--- src/rtl/packet_framer_pkg.sv ---
// Shared defaults and FSM state encoding for the packet framer.
package framer_pkg;

    localparam int unsigned DefPacketSize = 1024;
    localparam logic [15:0] DefSyncHead   = 16'hA5A5;
    localparam logic [15:0] DefSyncTail   = 16'h5A5A;

    typedef enum logic [1:0] {
        StIdle    = 2'd0,
        StPayload = 2'd1,
        StTrailer = 2'd2
    } framer_state_e;

endpackage

--- src/rtl/packet_framer_if.sv ---
// Sample stream in, framed word stream out, plus downstream FIFO flags.
interface packet_framer_if;

    logic [15:0] sample;
    logic        sample_valid;
    logic        fifo_almost_full;
    logic        fifo_full;
    logic [31:0] data_out;
    logic        data_out_valid;

    // master: the framer; slave: the sample source / downstream gateway side
    modport master (
        input  sample,
        input  sample_valid,
        input  fifo_almost_full,
        input  fifo_full,
        output data_out,
        output data_out_valid
    );

    modport slave (
        output sample,
        output sample_valid,
        output fifo_almost_full,
        output fifo_full,
        input  data_out,
        input  data_out_valid
    );

endinterface

--- src/rtl/packet_framer.sv ---
// Packs 16-bit samples into 32-bit words framed as header / payload / trailer.
module packet_framer
    import framer_pkg::*;
#(
    parameter int unsigned PACKET_SIZE = DefPacketSize,
    parameter logic [15:0] SYNC_HEAD   = DefSyncHead,
    parameter logic [15:0] SYNC_TAIL   = DefSyncTail
) (
    input  logic                   data_in_clk,
    input  logic                   rst,
    input  logic                   enable,
    packet_framer_if.master        bus,
    output logic [15:0]            seq_num,
    output logic [15:0]            drop_count,
    output logic                   overflow_failure
);

    localparam int unsigned    CntW     = $clog2(PACKET_SIZE);
    // index of the final payload word within the packet
    localparam logic [CntW-1:0] LastWord = CntW'(PACKET_SIZE - 3);

    framer_state_e   state_q, state_d;
    logic [CntW-1:0] word_cnt_q, word_cnt_d;
    logic            have_low_q, have_low_d;
    logic [15:0]     low_q, low_d;
    logic [15:0]     csum_q, csum_d;
    logic [15:0]     seq_q, seq_d;
    logic [15:0]     drop_q, drop_d;
    logic            ovf_q, ovf_d;
    logic [31:0]     dout_q, dout_d;
    logic            dvalid_q, dvalid_d;
    logic            drop_inc;

    // Next-state and output word selection.
    always_comb begin
        state_d    = state_q;
        word_cnt_d = word_cnt_q;
        have_low_d = have_low_q;
        low_d      = low_q;
        csum_d     = csum_q;
        seq_d      = seq_q;
        dout_d     = dout_q;
        dvalid_d   = 1'b0;
        drop_inc   = 1'b0;
        ovf_d      = ovf_q | (dvalid_q & bus.fifo_full);

        unique case (state_q)
            StIdle: begin
                if (bus.sample_valid) begin
                    if (enable && !bus.fifo_almost_full) begin
                        dout_d     = {SYNC_HEAD, seq_q};
                        dvalid_d   = 1'b1;
                        low_d      = bus.sample;
                        have_low_d = 1'b1;
                        // checksum restarts with the first payload sample
                        csum_d     = bus.sample;
                        word_cnt_d = '0;
                        state_d    = StPayload;
                    end else begin
                        drop_inc = 1'b1;
                    end
                end
            end
            StPayload: begin
                if (bus.sample_valid) begin
                    csum_d = csum_q ^ bus.sample;
                    if (have_low_q) begin
                        dout_d     = {bus.sample, low_q};
                        dvalid_d   = 1'b1;
                        have_low_d = 1'b0;
                        word_cnt_d = word_cnt_q + 1'b1;
                        if (word_cnt_q == LastWord) begin
                            state_d = StTrailer;
                        end
                    end else begin
                        low_d      = bus.sample;
                        have_low_d = 1'b1;
                    end
                end
            end
            StTrailer: begin
                dout_d   = {SYNC_TAIL, csum_q};
                dvalid_d = 1'b1;
                seq_d    = seq_q + 16'd1;
                state_d  = StIdle;
                drop_inc = bus.sample_valid;
            end
            default: begin
                state_d = StIdle;
            end
        endcase
    end

    // Saturating drop counter increment.
    always_comb begin
        drop_d = drop_q;
        if (drop_inc && (drop_q != 16'hFFFF)) begin
            drop_d = drop_q + 16'd1;
        end
    end

    // State and output registers with synchronous reset.
    always_ff @(posedge data_in_clk) begin
        if (rst) begin
            state_q    <= StIdle;
            word_cnt_q <= '0;
            have_low_q <= 1'b0;
            low_q      <= '0;
            csum_q     <= '0;
            seq_q      <= '0;
            drop_q     <= '0;
            ovf_q      <= 1'b0;
            dout_q     <= '0;
            dvalid_q   <= 1'b0;
        end else begin
            state_q    <= state_d;
            word_cnt_q <= word_cnt_d;
            have_low_q <= have_low_d;
            low_q      <= low_d;
            csum_q     <= csum_d;
            seq_q      <= seq_d;
            drop_q     <= drop_d;
            ovf_q      <= ovf_d;
            dout_q     <= dout_d;
            dvalid_q   <= dvalid_d;
        end
    end

    assign bus.data_out       = dout_q;
    assign bus.data_out_valid = dvalid_q;
    assign seq_num            = seq_q;
    assign drop_count         = drop_q;
    assign overflow_failure   = ovf_q;

endmodule
--- src/flat_wrapper.sv ---
// flat-port wrapper written by rule: the top's interface ports become plain ports
module packet_framer_flat import framer_pkg::*;
#(
    parameter int unsigned PACKET_SIZE = DefPacketSize,
    parameter logic [15:0] SYNC_HEAD   = DefSyncHead,
    parameter logic [15:0] SYNC_TAIL   = DefSyncTail
)
  (data_in_clk, rst, enable, seq_num, drop_count, overflow_failure, bus_sample, bus_sample_valid, bus_fifo_almost_full, bus_fifo_full, bus_data_out, bus_data_out_valid);
  packet_framer_if bus_i ();
  input  logic data_in_clk;
  input  logic rst;
  input  logic enable;
  output logic [15:0] seq_num;
  output logic [15:0] drop_count;
  output logic overflow_failure;
  input wire logic [$bits(bus_i.sample)-1:0] bus_sample;
  input wire logic [$bits(bus_i.sample_valid)-1:0] bus_sample_valid;
  input wire logic [$bits(bus_i.fifo_almost_full)-1:0] bus_fifo_almost_full;
  input wire logic [$bits(bus_i.fifo_full)-1:0] bus_fifo_full;
  output wire logic [$bits(bus_i.data_out)-1:0] bus_data_out;
  output wire logic [$bits(bus_i.data_out_valid)-1:0] bus_data_out_valid;
  assign bus_i.sample = bus_sample;
  assign bus_i.sample_valid = bus_sample_valid;
  assign bus_i.fifo_almost_full = bus_fifo_almost_full;
  assign bus_i.fifo_full = bus_fifo_full;
  assign bus_data_out = bus_i.data_out;
  assign bus_data_out_valid = bus_i.data_out_valid;
  packet_framer #(.PACKET_SIZE(PACKET_SIZE), .SYNC_HEAD(SYNC_HEAD), .SYNC_TAIL(SYNC_TAIL)) u_core (.data_in_clk(data_in_clk), .rst(rst), .enable(enable), .bus(bus_i), .seq_num(seq_num), .drop_count(drop_count), .overflow_failure(overflow_failure));
endmodule
--- config.mk ---
export PLATFORM = sky130hd
export DESIGN_NAME = packet_framer_flat
export DESIGN_NICKNAME = d
export VERILOG_FILES = /design/src/rtl/packet_framer_pkg.sv /design/src/rtl/packet_framer_if.sv /design/src/rtl/packet_framer.sv /design/src/flat_wrapper.sv
export SDC_FILE = /design/constraint.sdc
export NUM_CORES = 1
export LEC_CHECK = 0
export CELL_PAD_IN_SITES_DETAIL_PLACEMENT = 0
export CELL_PAD_IN_SITES_GLOBAL_PLACEMENT = 2
export CORE_ASPECT_RATIO = 0.6
export CORE_MARGIN = 3
export CORE_UTILIZATION = 29
export CTS_CLUSTER_DIAMETER = 150
export DETAILED_ROUTE_END_ITERATION = 16
export PLACE_DENSITY = 0.87
export SYNTH_ARGS = -nofsm -noshare
export SYNTH_HDL_FRONTEND = slang
export SYNTH_SLANG_ARGS = --single-unit
--- constraint.sdc ---
create_clock -name data_in_clk -period 1.9 [get_ports data_in_clk]
set_input_delay 0.38 -clock data_in_clk [delete_from_list [all_inputs] [get_ports data_in_clk]]
set_output_delay 0.38 -clock data_in_clk [all_outputs]
set_load 0.005 [all_outputs]
==> impl_metrics.py <==
metrics = {
    "run_status": {
        "status": "complete, no violations",
    },
    "timing": {
        "fin_crit_ns": 1.83,
        "whs_ns": 0.435,
        "max_slew.worst_pin.slew_ns": 0.425,
        "fmax_mhz": 545,
        "fin_worst_skew_ns": 0.00963,
        "hold_violations": 0,
        "max_slew_margin_pct": 71.6,
        "maxSlewViolCount": 0,
        "setup_tns_ns": 0,
        "post-route-period-util_pct": 96.5,
        "setup_violations": 0,
    },
    "global_routing": {
        "grt_pass1_wl_mm": 23.5,
        "overflow": 0,
        "track_usage_pct": 15.3,
        "grt_pass1_vias": 4547,
        "grt_max_degree": 54,
        "antenna_found_initial": 0,
    },
    "detailed_routing": {
        "dr.first_iter.drc_count": 330,
        "dr_total_vias": 4722,
        "totalWireLength_mm": 15.2,
        "ant_nets": 0,
        "wl_per_cell_um": 16.0,
        "vias_per_cell": 4.97,
        "drc_errors": 0,
        "firstDrtPassIters": 4,
    },
    "run": {
        "timing.max_cap.violations": 0,
    },
    "floorplanning": {
        "core_area_um2": 17300,
        "die_area_um2": 19500,
        "die_h_um": 109,
        "start_util_pct": 29.9,
        "die_w_um": 178,
        "num_rows": 37,
        "pin_count": 88,
    },
    "synth": {
        "synth-main-ff-cell": "dfxtp_1",
        "yosysWarnings": 0,
        "netlist_area_um2": 5160,
        "synth_seq_area_share_pct": 43.1,
        "synth_cells": 603,
        "synth-seq-cells": 111,
        "async_flop_share_pct": 0,
        "ys_types": 50,
        "synth_nets": 633,
        "synth-edff-count": 0,
        "post_synth.cell_area_avg_um2": 8.55,
    },
    "worst_setup_path": {
        "critPathKind": "input pin to flip-flop",
        "worstPathMaxFanout": 32,
        "worstPathRequired_ns": 2.18,
        "crit_path_end_kind": "flip-flop",
        "worstPathArrival_ns": 2.11,
        "reg2reg_slack_ns": 0.08,
        "cp-start-kind": "input pin",
    },
    "finish": {
        "antenna_cells": 0,
        "drive_gt1_share_pct": 13.3,
        "stdcell_area_um2": 7010,
        "syn2layout_area_growth_pct": 35.9,
        "layout.nets": 741,
    },
    "place": {
        "io_buffer_count": 87,
        "gp_congestion": 0.787,
        "place_hpwl_mm": 10.9,
        "dpl-instance-area_um2": 6600,
    },
    "clock_network": {
        "clock_sinks": 111,
        "cts_buffer_depth": 2,
        "numCtsBuffers": 9,
        "root_buffer": "clkbuf_16",
        "holdBufCountCts": 0,
        "cts_max_level": 3,
        "clk_pin_slew_ns": 0.08,
        "cts_tree": "yes",
        "insertion_delay_ns": 0.35,
    },
    "pwr": {
        "p_seq_share_pct": 44.2,
        "p_switching_w": 0.00174,
        "p_comb_share_pct": 25.0,
        "powerDensity_nw_per_um2": 823,
        "swShare_pct": 30.2,
        "p_clk_share_pct": 30.8,
        "total_power_w": 0.00577,
        "internal_power_w": 0.00402,
        "vdd_drop_max_uv": 483,
        "p_leak_nw": 2.48,
    },
    "worst_hold_path": {
        "hold_path.class": "input pin to flip-flop",
    },
}
## state kept, by name (all words and copies together) (netlist names)
name	count
u_core.drop_count	16
u_core.bus.data_out	32
u_core.state_q	2
u_core.overflow_failure	1
u_core.csum_q	16
u_core.word_cnt_q	10
u_core.seq_num	16
u_core.low_q	16
u_core.bus.data_out_valid	1
u_core.have_low_q	1
## critical path, cell delays in order
cell	delay (ns)
clkdlybuf4s50_1	0.53
buf_4	0.13
nand3b_1	0.09
a22oi_2	0.22
nor2b_2	0.21
buf_12	0.21
o211ai_1	0.13
a21oi_1	0.18
## final cells by class
class                      count  area, um^2
clock buffer                  12         236
inverter                       9        38.8
fill                        1700       10300
multi-input combinational    444        2830
tap                          234         293
sequential                   111        2230
timing repair buffer         136        1360
clock inverter                 4        31.3
## cells in the mapped netlist (all sizes together) (11+ instances only)
master	number	area (um^2)
dfxtp	111	2220
a21oi	47	235
nor4	11	121
nor2	85	322
nor3	13	65.1
clkbuf	29	109
nand3	13	65.1
mux2i	35	350
o21ai	23	130
xor2	11	96.3
nand2	73	277
xnor2	22	193
o211ai	24	180
a22oi	18	140
## per-stage QoR
| step | instances | setup slack [ns] | utilization [%] |
|---|---|---|---|
| after floorplan | 603 | 0.00220 | - |
| after global placement | 932 | -0.338 | 38.2 |
| after detailed placement | 932 | -0.381 | 38.2 |
| after CTS | 948 | 0.0160 | 40.2 |
| after global routing | 950 | -0.0161 | 40.6 |
| final | 950 | 0.0658 | 40.6 |
## layer usage
metal / share of wire (%) / track usage (%) / vias up
met2: 43 / 23.8 / 113
met1: 50 / 21.6 / 2259
met3: 5.6 / 3.49 / 12
li1: - / - / 2338
met4: 1.0 / 3.81 / 0
met5: 0 / 0 / -
## logic make-up (layout without fill, tap and decap cells)
logic type,count (synthesis),after routing,share of synthesized area [%]
and+or+nand+nor,239,239,22.2
adders and majority gates,8,8,1.94
AOI/OAI and AO/OA,128,128,16.1
buffers and inverters,48,161,4.05
muxes,36,36,7.01
xor gates and xnor gates,33,33,5.60
DFF,111,111,43.1
## power groups by stage
stage / clock [W] / combinational (W) / sequential [W]
after detailed placement: 0 / 0.00135 / 0.00261
after global routing: 0.00191 / 0.00157 / 0.00257
after CTS: 0.00182 / 0.00142 / 0.00255
after global placement: 0 / 0.00132 / 0.00260
after floorplan: 0 / 0.000716 / 0.00260
final: 0.00178 / 0.00144 / 0.00255
## cell usage in the layout, fill, tap and decap left out, drive strengths merged, types with 8 or more instances in the layout
cell type      Yosys  routed
inv                9      10
a21oi             47      47
buf               10      50
nand4             10      10
xor2              11      11
ha                 8       8
nand3             13      13
a22oi             18      18
dfxtp            111     111
clkbuf            29      12
a211oi             8       8
nand2             73      73
nor2              85      85
xnor2             22      22
nor4              11      11
clkdlybuf4s50      0      85
o211ai            24      24
o21ai             23      23
mux2i             35      35
nor3              13      13
## path summary, 6_finish.rpt
check,from,end,cells after the start
worst max-delay path,enable,u_core.bus.data_out[25],8
worst min-delay path,rst,u_core.drop_count[13],2
worst max register to register,u_core.state_q[0],u_core.word_cnt_q[7],7
worst min register to register,u_core.bus.data_out[15],u_core.bus.data_out[15],2
## timing repair
item	CTS	global route
setup buffers	0	2
setup endpoints to repair	29	42
pin swaps	0	6
resized for setup	16	12
No activity file was read; power rests on OpenSTA's default activity.
